**config.mk**
```make
export PLATFORM = sky130hd
export DESIGN_NAME = i2c_slave_regfile
export DESIGN_NICKNAME = d
export VERILOG_FILES = /design/src/rtl/i2c_slave_regfile.sv
export SDC_FILE = /design/constraint.sdc
export NUM_CORES = 1
export LEC_CHECK = 0
export ABC_AREA = 1
export CORE_ASPECT_RATIO = 1.5
export CORE_MARGIN = 2
export CORE_UTILIZATION = 56
export DETAILED_ROUTE_END_ITERATION = 10
export PLACE_DENSITY = 0.74
export REMOVE_ABC_BUFFERS = 1
export SYNTH_ARGS = -nofsm -noshare
export SYNTH_HDL_FRONTEND = slang
export SYNTH_SLANG_ARGS = --single-unit
```
**constraint.sdc**
```tcl
create_clock -name clk -period 1.7 [get_ports clk]
set_input_delay 0.255 -clock clk [delete_from_list [all_inputs] [get_ports clk]]
set_output_delay 0.255 -clock clk [all_outputs]
set_load 0.02 [all_outputs]
```
**src/rtl/i2c_slave_regfile.sv**
```systemverilog
// I2C target with a small register file.
// Address byte, register-pointer byte, then data bytes written with
// auto-increment; reads stream reg[pointer] onward until the master NACKs.
// Valid/ready note: the host side is a pure strobe interface; wr_strobe is a
// one-cycle valid with no back-pressure, wr_addr/wr_data are stable with it.
module i2c_slave_regfile #(
    parameter logic [6:0] SLAVE_ADDR = 7'b1101001,
    parameter int         NUM_REGS   = 8,
    parameter int         AW         = 3
) (
    input  logic          clk,
    input  logic          reset,
    input  logic          scl_in,
    input  logic          sda_in,
    output logic          sda_oe,
    output logic          wr_strobe,
    output logic [AW-1:0] wr_addr,
    output logic [7:0]    wr_data,
    output logic          busy
);

    typedef enum logic [3:0] {
        S_IDLE,
        S_ADDR,
        S_ADDR_ACK,
        S_REG,
        S_REG_ACK,
        S_WDATA,
        S_WDATA_ACK,
        S_RDATA,
        S_MACK
    } state_t;

    state_t        r_state;

    // Synchronizer and one-deep history for both bus lines
    logic          r_scl_s1, r_scl_s2, r_scl_d;
    logic          r_sda_s1, r_sda_s2, r_sda_d;

    logic [7:0]    r_shift;      // receive shifter
    logic [7:0]    r_tx;         // transmit shifter, MSB is the bit on the bus
    logic [2:0]    r_bit_cnt;    // counts 7..0 through a byte
    logic          r_byte_done;  // 8th bit sampled, waiting for its SCL fall
    logic          r_rw;         // R/W bit of the matched address byte
    logic          r_commit;     // data byte complete, write it next cycle
    logic          r_mack_ok;    // master ACKed, next byte is loaded
    logic [AW-1:0] r_ptr;
    logic [7:0]    r_regs [NUM_REGS];

    logic          w_scl_rise, w_scl_fall, w_start, w_stop;
    logic [AW-1:0] w_ptr_next;

    assign w_scl_rise = r_scl_s2 & ~r_scl_d;
    assign w_scl_fall = ~r_scl_s2 & r_scl_d;
    assign w_start    = r_scl_s2 & r_scl_d & r_sda_d & ~r_sda_s2;
    assign w_stop     = r_scl_s2 & r_scl_d & ~r_sda_d & r_sda_s2;
    assign w_ptr_next = r_ptr + AW'(1);

    // Bring the asynchronous bus lines into the clk domain; idle bus is high
    always_ff @(posedge clk) begin
        if (reset) begin
            r_scl_s1 <= 1'b1;
            r_scl_s2 <= 1'b1;
            r_scl_d  <= 1'b1;
            r_sda_s1 <= 1'b1;
            r_sda_s2 <= 1'b1;
            r_sda_d  <= 1'b1;
        end else begin
            r_scl_s1 <= scl_in;
            r_scl_s2 <= r_scl_s1;
            r_scl_d  <= r_scl_s2;
            r_sda_s1 <= sda_in;
            r_sda_s2 <= r_sda_s1;
            r_sda_d  <= r_sda_s2;
        end
    end

    // Protocol FSM, register file and host strobe
    always_ff @(posedge clk) begin
        if (reset) begin
            r_state     <= S_IDLE;
            sda_oe      <= 1'b0;
            wr_strobe   <= 1'b0;
            wr_addr     <= '0;
            wr_data     <= '0;
            busy        <= 1'b0;
            r_shift     <= '0;
            r_tx        <= '0;
            r_bit_cnt   <= 3'd7;
            r_byte_done <= 1'b0;
            r_rw        <= 1'b0;
            r_commit    <= 1'b0;
            r_mack_ok   <= 1'b0;
            r_ptr       <= '0;
            for (int i = 0; i < NUM_REGS; i++) begin
                r_regs[i] <= '0;
            end
        end else begin
            wr_strobe <= 1'b0;

            // A completed data byte lands one clk after its 8th SCL rise
            if (r_commit) begin
                r_commit       <= 1'b0;
                r_regs[r_ptr]  <= r_shift;
                wr_strobe      <= 1'b1;
                wr_addr        <= r_ptr;
                wr_data        <= r_shift;
                r_ptr          <= w_ptr_next;
            end

            if (w_start) begin
                r_state     <= S_ADDR;
                r_bit_cnt   <= 3'd7;
                r_byte_done <= 1'b0;
                r_mack_ok   <= 1'b0;
                sda_oe      <= 1'b0;
                busy        <= 1'b0;
            end else if (w_stop) begin
                r_state     <= S_IDLE;
                r_mack_ok   <= 1'b0;
                sda_oe      <= 1'b0;
                busy        <= 1'b0;
            end else begin
                case (r_state)
                    S_ADDR, S_REG, S_WDATA: begin
                        if (w_scl_rise && !r_byte_done) begin
                            r_shift <= {r_shift[6:0], r_sda_s2};
                            if (r_bit_cnt == 3'd0) begin
                                r_byte_done <= 1'b1;
                                if (r_state == S_WDATA) begin
                                    r_commit <= 1'b1;
                                end
                            end else begin
                                r_bit_cnt <= r_bit_cnt - 3'd1;
                            end
                        end else if (w_scl_fall && r_byte_done) begin
                            r_byte_done <= 1'b0;
                            r_bit_cnt   <= 3'd7;
                            if (r_state == S_ADDR) begin
                                if (r_shift[7:1] == SLAVE_ADDR) begin
                                    sda_oe  <= 1'b1;
                                    busy    <= 1'b1;
                                    r_rw    <= r_shift[0];
                                    r_state <= S_ADDR_ACK;
                                end else begin
                                    r_state <= S_IDLE;
                                end
                            end else if (r_state == S_REG) begin
                                r_ptr   <= r_shift[AW-1:0];
                                sda_oe  <= 1'b1;
                                r_state <= S_REG_ACK;
                            end else begin
                                sda_oe  <= 1'b1;
                                r_state <= S_WDATA_ACK;
                            end
                        end
                    end
                    S_ADDR_ACK: begin
                        if (w_scl_fall) begin
                            if (r_rw) begin
                                r_tx      <= r_regs[r_ptr];
                                sda_oe    <= ~r_regs[r_ptr][7];
                                r_bit_cnt <= 3'd7;
                                r_state   <= S_RDATA;
                            end else begin
                                sda_oe  <= 1'b0;
                                r_state <= S_REG;
                            end
                        end
                    end
                    S_REG_ACK, S_WDATA_ACK: begin
                        if (w_scl_fall) begin
                            sda_oe  <= 1'b0;
                            r_state <= S_WDATA;
                        end
                    end
                    S_RDATA: begin
                        if (w_scl_fall) begin
                            if (r_bit_cnt == 3'd0) begin
                                sda_oe    <= 1'b0;
                                r_mack_ok <= 1'b0;
                                r_state   <= S_MACK;
                            end else begin
                                r_bit_cnt <= r_bit_cnt - 3'd1;
                                r_tx      <= {r_tx[6:0], 1'b0};
                                sda_oe    <= ~r_tx[6];
                            end
                        end
                    end
                    S_MACK: begin
                        if (w_scl_rise) begin
                            if (!r_sda_s2) begin
                                r_ptr     <= w_ptr_next;
                                r_tx      <= r_regs[w_ptr_next];
                                r_mack_ok <= 1'b1;
                            end else begin
                                r_state <= S_IDLE;
                            end
                        end else if (w_scl_fall && r_mack_ok) begin
                            r_mack_ok <= 1'b0;
                            r_bit_cnt <= 3'd7;
                            sda_oe    <= ~r_tx[7];
                            r_state   <= S_RDATA;
                        end
                    end
                    default: begin
                        r_state <= S_IDLE;
                    end
                endcase
            end
        end
    end

endmodule

```
==> key figures, run 1 <==
Yosys
  – Sequential element share of the synthesized area: 48.48%
  – #FFs+latches synth: roughly 110
  – Synth Flop Type: edfxtp_1
  – Number of flops mapped to enable cells by yosys: 64
  – Mapped Area: about 6000 um^2
  – Netlist cell types: 40
  – FFs w/ async S/R, synth: 0%
  – Synthesis warning total: 0
  – Mean post-synth cell area: approximately 8 um^2
  – Mapped Cells: approximately 770

Setup path
  – CP Class: flop to flop
  – Worst path cell trace: nor2_1 -> nand2_2 -> inv_2 -> buf_4 -> nor2_1 -> o2111ai_1 -> nand3_1 -> nand3_1
  – WP data required: between 1.5 and 2 ns
  – CP arrival: approximately 1.9 ns
  – Slowest stage cell, crit path: dfxtp_2
  – Slowest Stage Delay on Critical Path: approximately 0.40 ns
  – CP Capture Type: flop
  – Worst Setup Start Kind: flop
  – CP max FO: 6

Run status
  – Outcome: complete, no violations

Drt
  – Total wire length: approximately 18 mm
  – Drt initial violations: 520
  – Total number of vias: about 5700
  – Via/cell ratio: 5.720
  – Antenna Nets Post-Route: 0
  – Pre-antenna DRT Iters: 7
  – Routed WL per cell: between 15 and 20 um
  – Drc violations: 0

Final layout
  – Ant. Diodes: 0
  – Commonest non-fill, non-tap cell in the layout: nor2_1
  – Final instance area: 7503 um^2
  – Fill cells: approximately 810
  – Most frequent cells in the layout: nor2_1 (125), nand2_1 (113), o21ai_0 (75)
  – Share of cells above drive strength 1: 18.91%
  – Nets: 840
  – Fin util: between 70 and 80%
  – Synthesis-to-finish area growth: 24.47%

STA
  – Total negative slack: 0 ns
  – RSZ-0062 raised after global routing: yes
  – Min Tclk post-route: approximately 1.6 ns
  – Final Hold Violating Endpoints: 0
  – Setup ws final: approximately 0.058 ns
  – Fmax: roughly 0.61 GHz
  – Worst slew pin tran: about 0.56 ns
  – Max-slew violation total from the final report: 0
  – Final Cycle Share: a little over nine tenths
  – Setup Skew: 0.006899 ns
  – Final number of setup-violating endpoints: 0
  – Relative slew slack: between 60% and 70%

Place
  – IO Port Bufs: 17
  – Post-Place Worst Slack: -0.1687 ns
  – Final Wtd Congestion: 0.9825
  – Placed instance area: roughly 6700 um^2
  – HPWL Detailed: ~13 mm

Pwr
  – VDD IR max: between 0.8 and 0.9 mV
  – PwrDens: between 1000 and 1500 nW/um^2
  – Clock network fraction of total power: ~44%
  – LEAKAGE: between 0.003 and 0.004 uW
  – Share of power burned in registers: between 30% and 40%
  – Comb pwr share: between 10% and 20%
  – NetSw: around 2400 uW
  – Int Pwr: 5869 uW
  – Net Sw Frac: 29.18%

Clock tree
  – CTS tree: built
  – Num CTS Buffers: 17
  – Clk pin slew, worst setup/hold paths: roughly 0.06 ns
  – Root Buffer Master: clkbuf_16
  – Htree depth: 4
  – Skew-Pair Late Insertion Delay: around 0.42 ns
  – Cts hold-fix bufs: 0
  – Clock Tree Buf Depth: 2
  – CTS sink count: about 110

GRT
  – Pin count of the biggest net entering global routing: 34
  – Remaining global-route overflow: 0
  – Initial antenna violation count: 0
  – All-Layer GR Usage: about a third
  – Number of global-route vias before repair: ~5300
  – First-pass GRT wire length: 27.59 mm

Die
  – Core box area: 10530 um^2
  – Die H: between 100 and 150 um
  – Starting Density: roughly 57%
  – Die Area: 11630 um^2
  – Die X: between 80 and 90 um
  – Row count: between 40 and 50
  – Ports: 18

Flow run
  – Number of max-cap violations: 0

Worst hold path
  – Min-delay worst type: primary input to flop
==> Yosys cell counts (11+ instances only) <==
master | instances | area share (%)
a21oi_1 | 61 | 5.1
nand3_1 | 58 | 4.8
nand2_1 | 121 | 7.5
clkbuf_1 | 19 | 1.2
inv_1 | 75 | 4.7
buf_2 | 11 | 0.91
o21ai_0 | 80 | 6.6
o211ai_1 | 17 | 2.1
o21ai_1 | 11 | 0.91
nor2_1 | 128 | 8.0
edfxtp_1 | 64 | 32
dfxtp_1 | 50 | 17
==> worst max-delay path, delay by kind of cell (launching register included) <==
kind | cells | cell delay, ns
DFF | 1 | 0.40
AOI/OAI and AO/OA | 1 | 0.16
buffers and inverters | 2 | 0.26
and+or+nand+nor | 5 | 0.70
==> logic make-up after synthesis <==
family	synth area share, %
simple gates	25.61
compound gates	16.67
buf+inv	8.011
flops	48.48
fa+ha+maj	0.6227
xor+xnor	0.6020
==> per-stage QoR <==
step                      total power, uW  hold slack (ns)  instances
after floorplan                      4200           0.3241        736
after global placement               4571           0.3957        955
after detailed placement             4611           0.4051        955
after CTS                            8229           0.4034        987
after global routing                 8613           0.4072        990
final                                8287           0.4089        990
==> layer usage <==
metal  GRT usage, %  routed length (um)  vias up
met5              0                   0        -
met4          18.45                1021        0
met3          5.823                 974       68
met2          58.69                9772      262
met1          34.90                6342     2623
li1               -                   -     2710
==> area by class of cell <==
cell class | count | area (um^2) | area share [%]
timing repair buffer | 78 | 734.5 | 9.788
multi-input combinational | 534 | 2709 | 36.10
tap | 144 | 180.2 | 2.401
clock buffer | 19 | 475.5 | 6.336
clock inverter | 13 | 136.4 | 1.818
inverter | 88 | 336.6 | 4.486
sequential | 114 | 2932 | 39.07
==> worst paths after layout <==
kind	from	cells past startpoint	end	slack (ns)
worst min-delay path	sda_in	2	r_sda_s1	0.41
worst max-delay path	r_state[1]	8	r_bit_cnt[1]	0.06
worst max register to register	r_state[1]	8	r_bit_cnt[1]	0.06
worst min register to register	r_sda_s1	1	r_sda_s2	0.41
==> sequential cells by signal, summed over array words and instances, names as in the netlist, 3 cells and up <==
register and count:
r_state 4, r_regs 64, wr_addr 3, wr_data 8, r_ptr 3, r_bit_cnt 3
r_tx 8, r_shift 8
==> power groups by stage <==
stage / Sequential (uW) / Combinational, uW / Clock, uW
after floorplan: 3260 / 943 / 0
after global placement: 3270 / 1300 / 0
after detailed placement: 3280 / 1330 / 0
after CTS: 3230 / 1360 / 3650
after global routing: 3250 / 1580 / 3780
final: 3240 / 1430 / 3620
==> repair_timing <==
action                     4_1_cts  5_1_grt
gates cloned                     0        1
gates resized for setup          7       35
pin swaps                        0        5
buffers inserted                 0        2
setup endpoints to repair       31       69
Note: power is estimated with default switching activity, not from simulation.
==> inputs of run 2 (changes only) <==
--- a/config.mk
+++ b/config.mk
@@ -12,6 +12,7 @@
 export DETAILED_ROUTE_END_ITERATION = 10
 export PLACE_DENSITY = 0.74
 export REMOVE_ABC_BUFFERS = 1
+export SLEW_MARGIN = 20
 export SYNTH_ARGS = -nofsm -noshare
 export SYNTH_HDL_FRONTEND = slang
 export SYNTH_SLANG_ARGS = --single-unit
==> results of run 2 <==
Same layout as run 1: the final DEF is identical, and so are final timing and power.
